### src/rtl/divider_32b_seq.sv
// Sequential signed divider for the DIV instruction: non-restoring division on
// operand magnitudes, one quotient bit per clock, quotient -> LO, remainder -> HI.
module divider_32b_seq #(
  parameter int WIDTH = 32,
  parameter int CNT_W = 5
) (
  input  logic             clk,
  input  logic             reset,
  input  logic             start,
  input  logic [WIDTH-1:0] dividend,
  input  logic [WIDTH-1:0] divisor,
  output logic             busy,
  output logic             done,
  output logic [WIDTH-1:0] quotient,
  output logic [WIDTH-1:0] remainder,
  output logic             div_by_zero
);

  typedef enum logic [1:0] {S_IDLE, S_ITER, S_FIX, S_DONE} state_t;

  state_t           r_state;
  logic [WIDTH:0]   r_a;
  logic [WIDTH-1:0] r_q, r_m;
  logic             r_sign_q, r_sign_r, r_dbz;
  logic [CNT_W-1:0] r_cnt;
  logic [WIDTH-1:0] r_quot, r_rem;
  logic             r_dbz_out;

  logic [WIDTH:0]   w_shift_a, w_m_ext, w_opa, w_opb, w_sum;
  logic             w_sub;
  logic [WIDTH-1:0] w_dvd_mag, w_dvs_mag, w_rem_mag;

  assign w_dvd_mag = dividend[WIDTH-1] ? -dividend : dividend;
  assign w_dvs_mag = divisor[WIDTH-1]  ? -divisor  : divisor;

  // One adder serves both the iteration steps and the final remainder restore;
  // subtraction is A + ~M + 1 with the +1 on the carry-in.
  assign w_shift_a = {r_a[WIDTH-1:0], r_q[WIDTH-1]};
  assign w_m_ext   = {1'b0, r_m};
  assign w_opa     = (r_state == S_FIX) ? r_a : w_shift_a;
  assign w_sub     = (r_state == S_ITER) && !r_a[WIDTH];
  assign w_opb     = w_sub ? ~w_m_ext : w_m_ext;
  assign w_sum     = w_opa + w_opb + {{WIDTH{1'b0}}, w_sub};
  assign w_rem_mag = r_a[WIDTH] ? w_sum[WIDTH-1:0] : r_a[WIDTH-1:0];

  always_ff @(posedge clk) begin
    if (reset) begin
      r_state   <= S_IDLE;
      r_a       <= '0;
      r_q       <= '0;
      r_m       <= '0;
      r_sign_q  <= 1'b0;
      r_sign_r  <= 1'b0;
      r_dbz     <= 1'b0;
      r_cnt     <= '0;
      r_quot    <= '0;
      r_rem     <= '0;
      r_dbz_out <= 1'b0;
    end else begin
      case (r_state)
        S_IDLE: begin
          if (start) begin
            r_q      <= w_dvd_mag;
            r_m      <= w_dvs_mag;
            r_a      <= '0;
            r_sign_q <= dividend[WIDTH-1] ^ divisor[WIDTH-1];
            r_sign_r <= dividend[WIDTH-1];
            r_dbz    <= (divisor == '0);
            r_cnt    <= '0;
            r_state  <= S_ITER;
          end
        end
        S_ITER: begin
          r_a   <= w_sum;
          r_q   <= {r_q[WIDTH-2:0], ~w_sum[WIDTH]};
          r_cnt <= r_cnt + 1'b1;
          if (r_cnt == CNT_W'(WIDTH-1)) r_state <= S_FIX;
        end
        S_FIX: begin
          r_a       <= r_a[WIDTH] ? w_sum : r_a;
          // With M=0 the magnitude shifts intact into A, so only Q needs forcing.
          r_quot    <= r_dbz ? '1 : (r_sign_q ? -r_q : r_q);
          r_rem     <= r_sign_r ? -w_rem_mag : w_rem_mag;
          r_dbz_out <= r_dbz;
          r_state   <= S_DONE;
        end
        default: r_state <= S_IDLE;
      endcase
    end
  end

  assign busy        = (r_state == S_ITER) || (r_state == S_FIX);
  assign done        = (r_state == S_DONE);
  assign quotient    = r_quot;
  assign remainder   = r_rem;
  assign div_by_zero = r_dbz_out;

endmodule

### config.mk
export PLATFORM = sky130hd
export DESIGN_NAME = divider_32b_seq
export DESIGN_NICKNAME = d
export VERILOG_FILES = /design/src/rtl/divider_32b_seq.sv
export SDC_FILE = /design/constraint.sdc
export NUM_CORES = 1
export LEC_CHECK = 0
export ABC_AREA = 1
export BUFFER_PORTS_ARGS = -buffer_cell sky130_fd_sc_hd__buf_2
export CORE_MARGIN = 2
export CORE_UTILIZATION = 23
export CTS_CLUSTER_SIZE = 20
export DETAILED_ROUTE_END_ITERATION = 8
export MAX_ROUTING_LAYER = met4
export PLACE_DENSITY = 0.49
export SLEW_MARGIN = 20
export SYNTH_ARGS = -nofsm -noshare
export SYNTH_HDL_FRONTEND = slang
export SYNTH_SLANG_ARGS = --single-unit
export TNS_END_PERCENT = 50
### constraint.sdc
create_clock -name clk -period 4.7 [get_ports clk]
set_input_delay 0.705 -clock clk [delete_from_list [all_inputs] [get_ports clk]]
set_output_delay 0.705 -clock clk [all_outputs]
set_load 0.05 [all_outputs]
# Word level (Yosys, flattened, before mapping)
# Cells that the tools add are included.
[op_classes]
addsub = 7
multipliers = 0
div = 0
order_cmp = 0
n_eq_ne = 7
shift = 0
n_mux = 18
bitwise_logic = 3
n_reduce_logical = 12
[ops]
columns = ["operator", "count"]
rows = [
  ["$mux W32", 7],
  ["$mux W33", 4],
  ["$neg A32 Y32", 4],
  ["$pmux W33 S3", 1],
  ["$pmux W32 S2", 1],
  ["$add A33 B1 Y33", 1],
  ["$add A33 B33 Y33", 1],
  ["$not A32 Y33", 1],
  ["$logic_not A32 Y1", 1],
  ["$pmux W5 S2", 1],
  ["$reduce_and A2 Y1", 4],
  ["$ne A2 B2 Y1 const B", 3],
  ["$pmux W2 S3", 1],
  ["$add A5 B1 Y5 const B", 1],
  ["$eq A5 B5 Y1 const B", 1],
  ["$mux W5", 1],
  ["$eq A2 B2 Y1 const B", 2],
  ["$mux W2", 2],
  ["$reduce_and A3 Y1", 1],
  ["$reduce_bool A3 Y1", 1],
  ["$eq A2 B1 Y1 const B", 1],
  ["$logic_not A2 Y1", 1],
  ["$reduce_bool A2 Y1", 1],
  ["$logic_and A1 B1 Y1", 1],
  ["other kinds (4)", 4],
]
[word_totals]
register_bits = 172
latch_bits = 0
mem_bits_rw = 0
romBits = 0
input_bits = 67
output_inout_bits = 67
word_cells = 59
n_memories = 0

# Longest topological paths before layout
[logic_depth]
word_depth = 8
ltp_mapped = 30
mapped_depth_nobuf = 29

# Worst setup path after synthesis
# OpenSTA, ideal clock, no wires.
[synth_timing]
path_kind = "register to register"
from = "register r_state[0]"
to = "register r_rem[14], in the netlist remainder[14]"
arrival_time_ns = 3.459
slack_ns = 1.126
stages_incl_launch_ff = 23
period_less_slack_ns = 3.574
cell_sequence = "dfxtp_1 > inv_1 > ha_1 > clkbuf_1 > clkbuf_1 > clkbuf_1 > nand2_1 > o21ai_0 > fa_1 > o21ai_2 > ha_1 > inv_1 > nor2_1 > nand3_1 > nor2_2 > nand2_1 > nor2_2 > nand3_2 > nand2_2 > nand2_1 > xor2_1 > o21ai_0 > inv_1"
[synth_between]
elab_chain_cells = 8
elab_cells_between_ends = 10
[synth_rtl]
columns = ["item", "line", "text"]
rows = [
  ["start, declared", "21", "state_t r_state;"],
  ["start signal, assigned", "48", "r_state <= S_IDLE;"],
  ["start signal, assigned", "70", "r_state <= S_ITER;"],
  ["start signal, assigned", "77", "if (r_cnt == CNT_W'(WIDTH-1)) r_state <= S_FIX;"],
  ["$eq A2 B1 Y1", "41", "assign w_sub = (r_state == S_ITER) && !r_a[WIDTH];"],
  ["$logic_and A1 B1 Y1", "41", ""],
  ["$mux W33", "42", "assign w_opb = w_sub ? ~w_m_ext : w_m_ext;"],
  ["$add A33 B33 Y33", "43", "assign w_sum = w_opa + w_opb + {{WIDTH{1'b0}}, w_sub};"],
  ["$add A33 B1 Y33", "43", ""],
  ["$mux W32", "44", "assign w_rem_mag = r_a[WIDTH] ? w_sum[WIDTH-1:0] : r_a[WIDTH-1:0];"],
  ["$neg A32 Y32", "83", "r_rem <= r_sign_r ? -w_rem_mag : w_rem_mag;"],
  ["$mux W32", "83", ""],
  ["end signal, assigned", "83", ""],
  ["end, declared", "26", "logic [WIDTH-1:0] r_quot, r_rem;"],
]
# Several ways; a longest one is shown, not always the timed one.
# A chain may end at the register's enable or synchronous reset.

# Worst setup path after layout
[layout_timing]
from = "register r_state[1]"
to = "register r_rem[17], in the netlist remainder[17]"
# The elaborated chain is that of the path after synthesis.

==> impl_metrics.json <==
{
  "gp_congestion": 0.8854,
  "drc_errors": 0,
  "drtAntennaViolNets": 0,
  "cts_sinks": 172,
  "p_int_mw": 3.954,
  "rr_startpoint": "r_state[1]$_SDFFE_PP0P_",
  "synthArstFlopShare_pct": 0,
  "max_cap_violations": 0,
  "cpMaxStageDelayCell": "nand2_4",
  "route.met2.wl_mm": 22.66,
  "netlist_area_um2": 13370,
  "ys_ff_latch": 172,
  "crit_path_cell_trace": "inv_1, ha_1, nand2_4, buf_4, xnor2_1, ha_1, nand2_2, nor2_1, nand3_1, nand2_1, nand2_1, nand3b_1, nand3_1, nand2_1, inv_1, nand3_1, inv_1, nand3_1, nand2_2, o21ai_0, nand2_1, inv_1",
  "worstPathMaxFanout": 30,
  "combPwrFrac_pct": 57.2,
  "crit_family": "simple AND/OR/NAND/NOR gates",
  "drv_slew": 0,
  "die_w_um": 245.1,
  "p_seq_share_pct": 25.8,
  "path_class": "flip-flop to flip-flop",
  "fp.dieH_um": 245.1,
  "tightestPinTransition_ns": 0.8343,
  "cts_buffers": 17,
  "drt-met1-wl_mm": 24.66,
  "coreArea_um2": 57590,
  "final_nets": 2411,
  "syn-mean-instance-area_um2": 6.037,
  "post_cts_buffers": 0,
  "initial_core_util_pct": 23.22,
  "synthCells": 2215,
  "grt_pass1_vias": 13240,
  "hold-worst-slack_ns": 0.4667,
  "insertion_delay_ns": 0.49,
  "grt_pass1_wl_mm": 77.38,
  "cp.required_ns": 5.13,
  "drive_gt1_share_pct": 13.17,
  "port_buffers": 133,
  "power_frac_clock_pct": 17.0,
  "tns_ns": 0,
  "row_count": 88,
  "status": "finished clean",
  "finalNonFillerCells": 3081,
  "ctsHoldBuffers": 0,
  "hold_class": "flip-flop to flip-flop",
  "ys_seq_area_share_pct": 25.75,
  "min_from": "r_a[4]$_SDFFE_PP0P_",
  "area_growth_pct": 15.35,
  "cts-resized-gates": 0,
  "antenna_found_initial": 3,
  "wirelength_mm": 50.39,
  "holdPathEnd": "r_a[4]$_SDFFE_PP0P_",
  "ys_types": 47,
  "die_area_um2": 60090,
  "rsz0062_at_grt": "false",
  "drt_iter0_drc": 989,
  "setup_slack_ns": 0.4883,
  "crit_arrival_ns": 4.64,
  "min_period_over_period_pct": 89.61,
  "ios": 134,
  "grt_max_degree": 76,
  "placed_cells": 3048,
  "r2r_end": "remainder[17]$_SDFFE_PP0P_",
  "cts_max_level": 4,
  "power_switching_share_pct": 53.83,
  "ff2ff_setup_slack_ns": 0.49,
  "wl_met3_mm": 2.261,
  "vias": 14230,
  "p_per_area_nw_per_um2": 555.2,
  "clk_pin_slew_ns": 0.07,
  "path_depth": 22,
  "holdPathStages": 2,
  "synth-edff-count": 0,
  "setup_viol": 0,
  "slew_headroom_pct": 44.32,
  "finalHoldViolations": 0,
  "yosys_warnings": 0,
  "root_buffer": "clkbuf_16",
  "max-vdd-ir-drop_mv": 0.2894,
  "min_period_ns": 4.212,
  "viasPerCell": 4.619,
  "place_ws_ns": 0.5081,
  "cp_slowest_stage_delay_ns": 0.42,
  "critPathBufInv": 5,
  "critPathCaptureType": "flip-flop",
  "max_freq_ghz": 0.2374,
  "tritoncts": "done",
  "grt-ovfl-total": 0,
  "clockBufferDepth": 2,
  "wl_per_cell_um": 16.36,
  "cp-start-kind": "flip-flop",
  "top_layer": "met4",
  "nFillCells": 6498,
  "grt_util_all_layers_pct": 17.21,
  "leakage_nw": 7.425,
  "ys_dominant_reg_cell": "dfxtp_1",
  "drt_pass1_iterations": 5,
  "dp_hpwl_mm": 39.61,
  "clock_skew_ns": 0.01519,
  "reg2reg_depth": 22,
  "switching_power_mw": 4.611,
  "synth_nets": 2324
}
## cells by family after synthesis
group | count (synthesis) | share of synthesized area, %
and+or+nand+nor | 1123 | 36.82
buffers and inverters | 399 | 11.41
AOI/OAI and AO/OA | 397 | 16.66
DFF | 172 | 25.75
xor gates and xnor gates | 82 | 5.371
adders and majority gates | 42 | 3.986
## power groups by stage
| stage | Combinational [mW] | Clock (mW) | Sequential, mW |
|---|---|---|---|
| 3_3_place_gp | 4.89 | 0 | 2.23 |
| 4_1_cts | 4.92 | 1.50 | 2.21 |
| 5_1_grt | 5.42 | 1.55 | 2.26 |
| 6_report | 4.90 | 1.45 | 2.21 |
| 3_5_place_dp | 4.91 | 0 | 2.24 |
| 2_1_floorplan | 2.96 | 0 | 2.73 |
## tightest hold or removal path, delay by kind of cell, from the launching register on
family / cells / cell delay, ns
AND/OR/NAND/NOR: 1 / 0.06
AO/OA/AOI/OAI: 1 / 0.06
flip-flops: 1 / 0.31
## area by class of cell
class | instances | area (um^2) | area share [%]
Multi-Input combinational cell | 1644 | 8421 | 54.59
Sequential cell | 172 | 3443 | 22.32
Inverter | 308 | 1164 | 7.543
Tap cell | 765 | 957.2 | 6.205
Timing Repair Buffer | 159 | 863.3 | 5.597
Clock buffer | 17 | 425.4 | 2.758
Clock inverter | 15 | 150.1 | 0.9733
Antenna cell | 1 | 2.502 | 0.01622
## through the flow
step | util [%] | cell area [um^2] | total power [mW]
2_1_floorplan | - | 13370 | 5.692
3_3_place_gp | 25.78 | 14850 | 7.125
3_5_place_dp | 25.78 | 14850 | 7.144
4_1_cts | 26.78 | 15420 | 8.629
5_1_grt | 26.79 | 15430 | 9.221
6_report | 26.79 | 15430 | 8.565
## layout by cell type (no fill, tap or decap), drive strengths merged
| cell | netlist | routed |
|---|---|---|
| o21ai | 153 | 153 |
| a31oi | 27 | 27 |
| nor3 | 27 | 27 |
| o221ai | 22 | 22 |
| or2 | 10 | 10 |
| clkinvlp | 0 | 2 |
| a211oi | 1 | 1 |
| xor2 | 38 | 38 |
| o21a | 2 | 2 |
| clkinv | 3 | 8 |
| o31ai | 6 | 6 |
| nor2 | 230 | 230 |
| nand4 | 26 | 26 |
| a221oi | 2 | 2 |
| dfxtp | 172 | 172 |
| ha | 41 | 41 |
| nand3 | 154 | 154 |
| o21bai | 4 | 4 |
| buf | 14 | 159 |
| diode | 0 | 1 |
| inv | 305 | 313 |
| o41ai | 1 | 1 |
| fa | 1 | 1 |
| a21oi | 154 | 154 |
| nand3b | 4 | 4 |
| and2 | 4 | 4 |
| nor4 | 8 | 8 |
| xnor2 | 44 | 44 |
| o211ai | 24 | 24 |
| nand2 | 660 | 660 |
| clkbuf | 77 | 17 |
| a21boi | 1 | 1 |
## cells in the mapped netlist, drive strengths merged (38+ instances only)
master | number | area [um^2]
nand2 | 660 | 2590
inv | 305 | 1152
nor2 | 230 | 964.7
dfxtp | 172 | 3443
a21oi | 154 | 770.7
nand3 | 154 | 870.8
o21ai | 153 | 784.5
clkbuf | 77 | 289.0
xnor2 | 44 | 385.4
ha | 41 | 513.0
xor2 | 38 | 332.8
## state kept, by name, summed over array words and instances (netlist names)
name,flops
div_by_zero,1
quotient,32
r_a,33
r_cnt,5
r_dbz,1
r_m,32
r_q,32
r_sign_q,1
r_sign_r,1
r_state,2
remainder,32
## how the worst max path moves through the flow
stage | slack (ns) | end | from
after floorplan | 1.13 | remainder[14]$_SDFFE_PP0P_ | r_state[0]$_SDFFE_PP0P_
after CTS | 0.50 | remainder[23]$_SDFFE_PP0P_ | r_state[1]$_SDFFE_PP0P_
after global routing | 0.15 | remainder[21]$_SDFFE_PP0P_ | r_state[0]$_SDFFE_PP0P_
final | 0.49 | remainder[17]$_SDFFE_PP0P_ | r_state[1]$_SDFFE_PP0P_
after global placement | 0.46 | remainder[31]$_SDFFE_PP0P_ | r_state[1]$_SDFFE_PP0P_
after detailed placement | 0.51 | remainder[23]$_SDFFE_PP0P_ | r_state[1]$_SDFFE_PP0P_
## layer usage
layer / vias up / global-route usage (%)
met5: - / -
met4: 0 / 4.430
met3: 41 / 3.051
met2: 313 / 26.41
met1: 6575 / 23.21
li1: 7303 / -
Power figures use the tool's default switching activity.
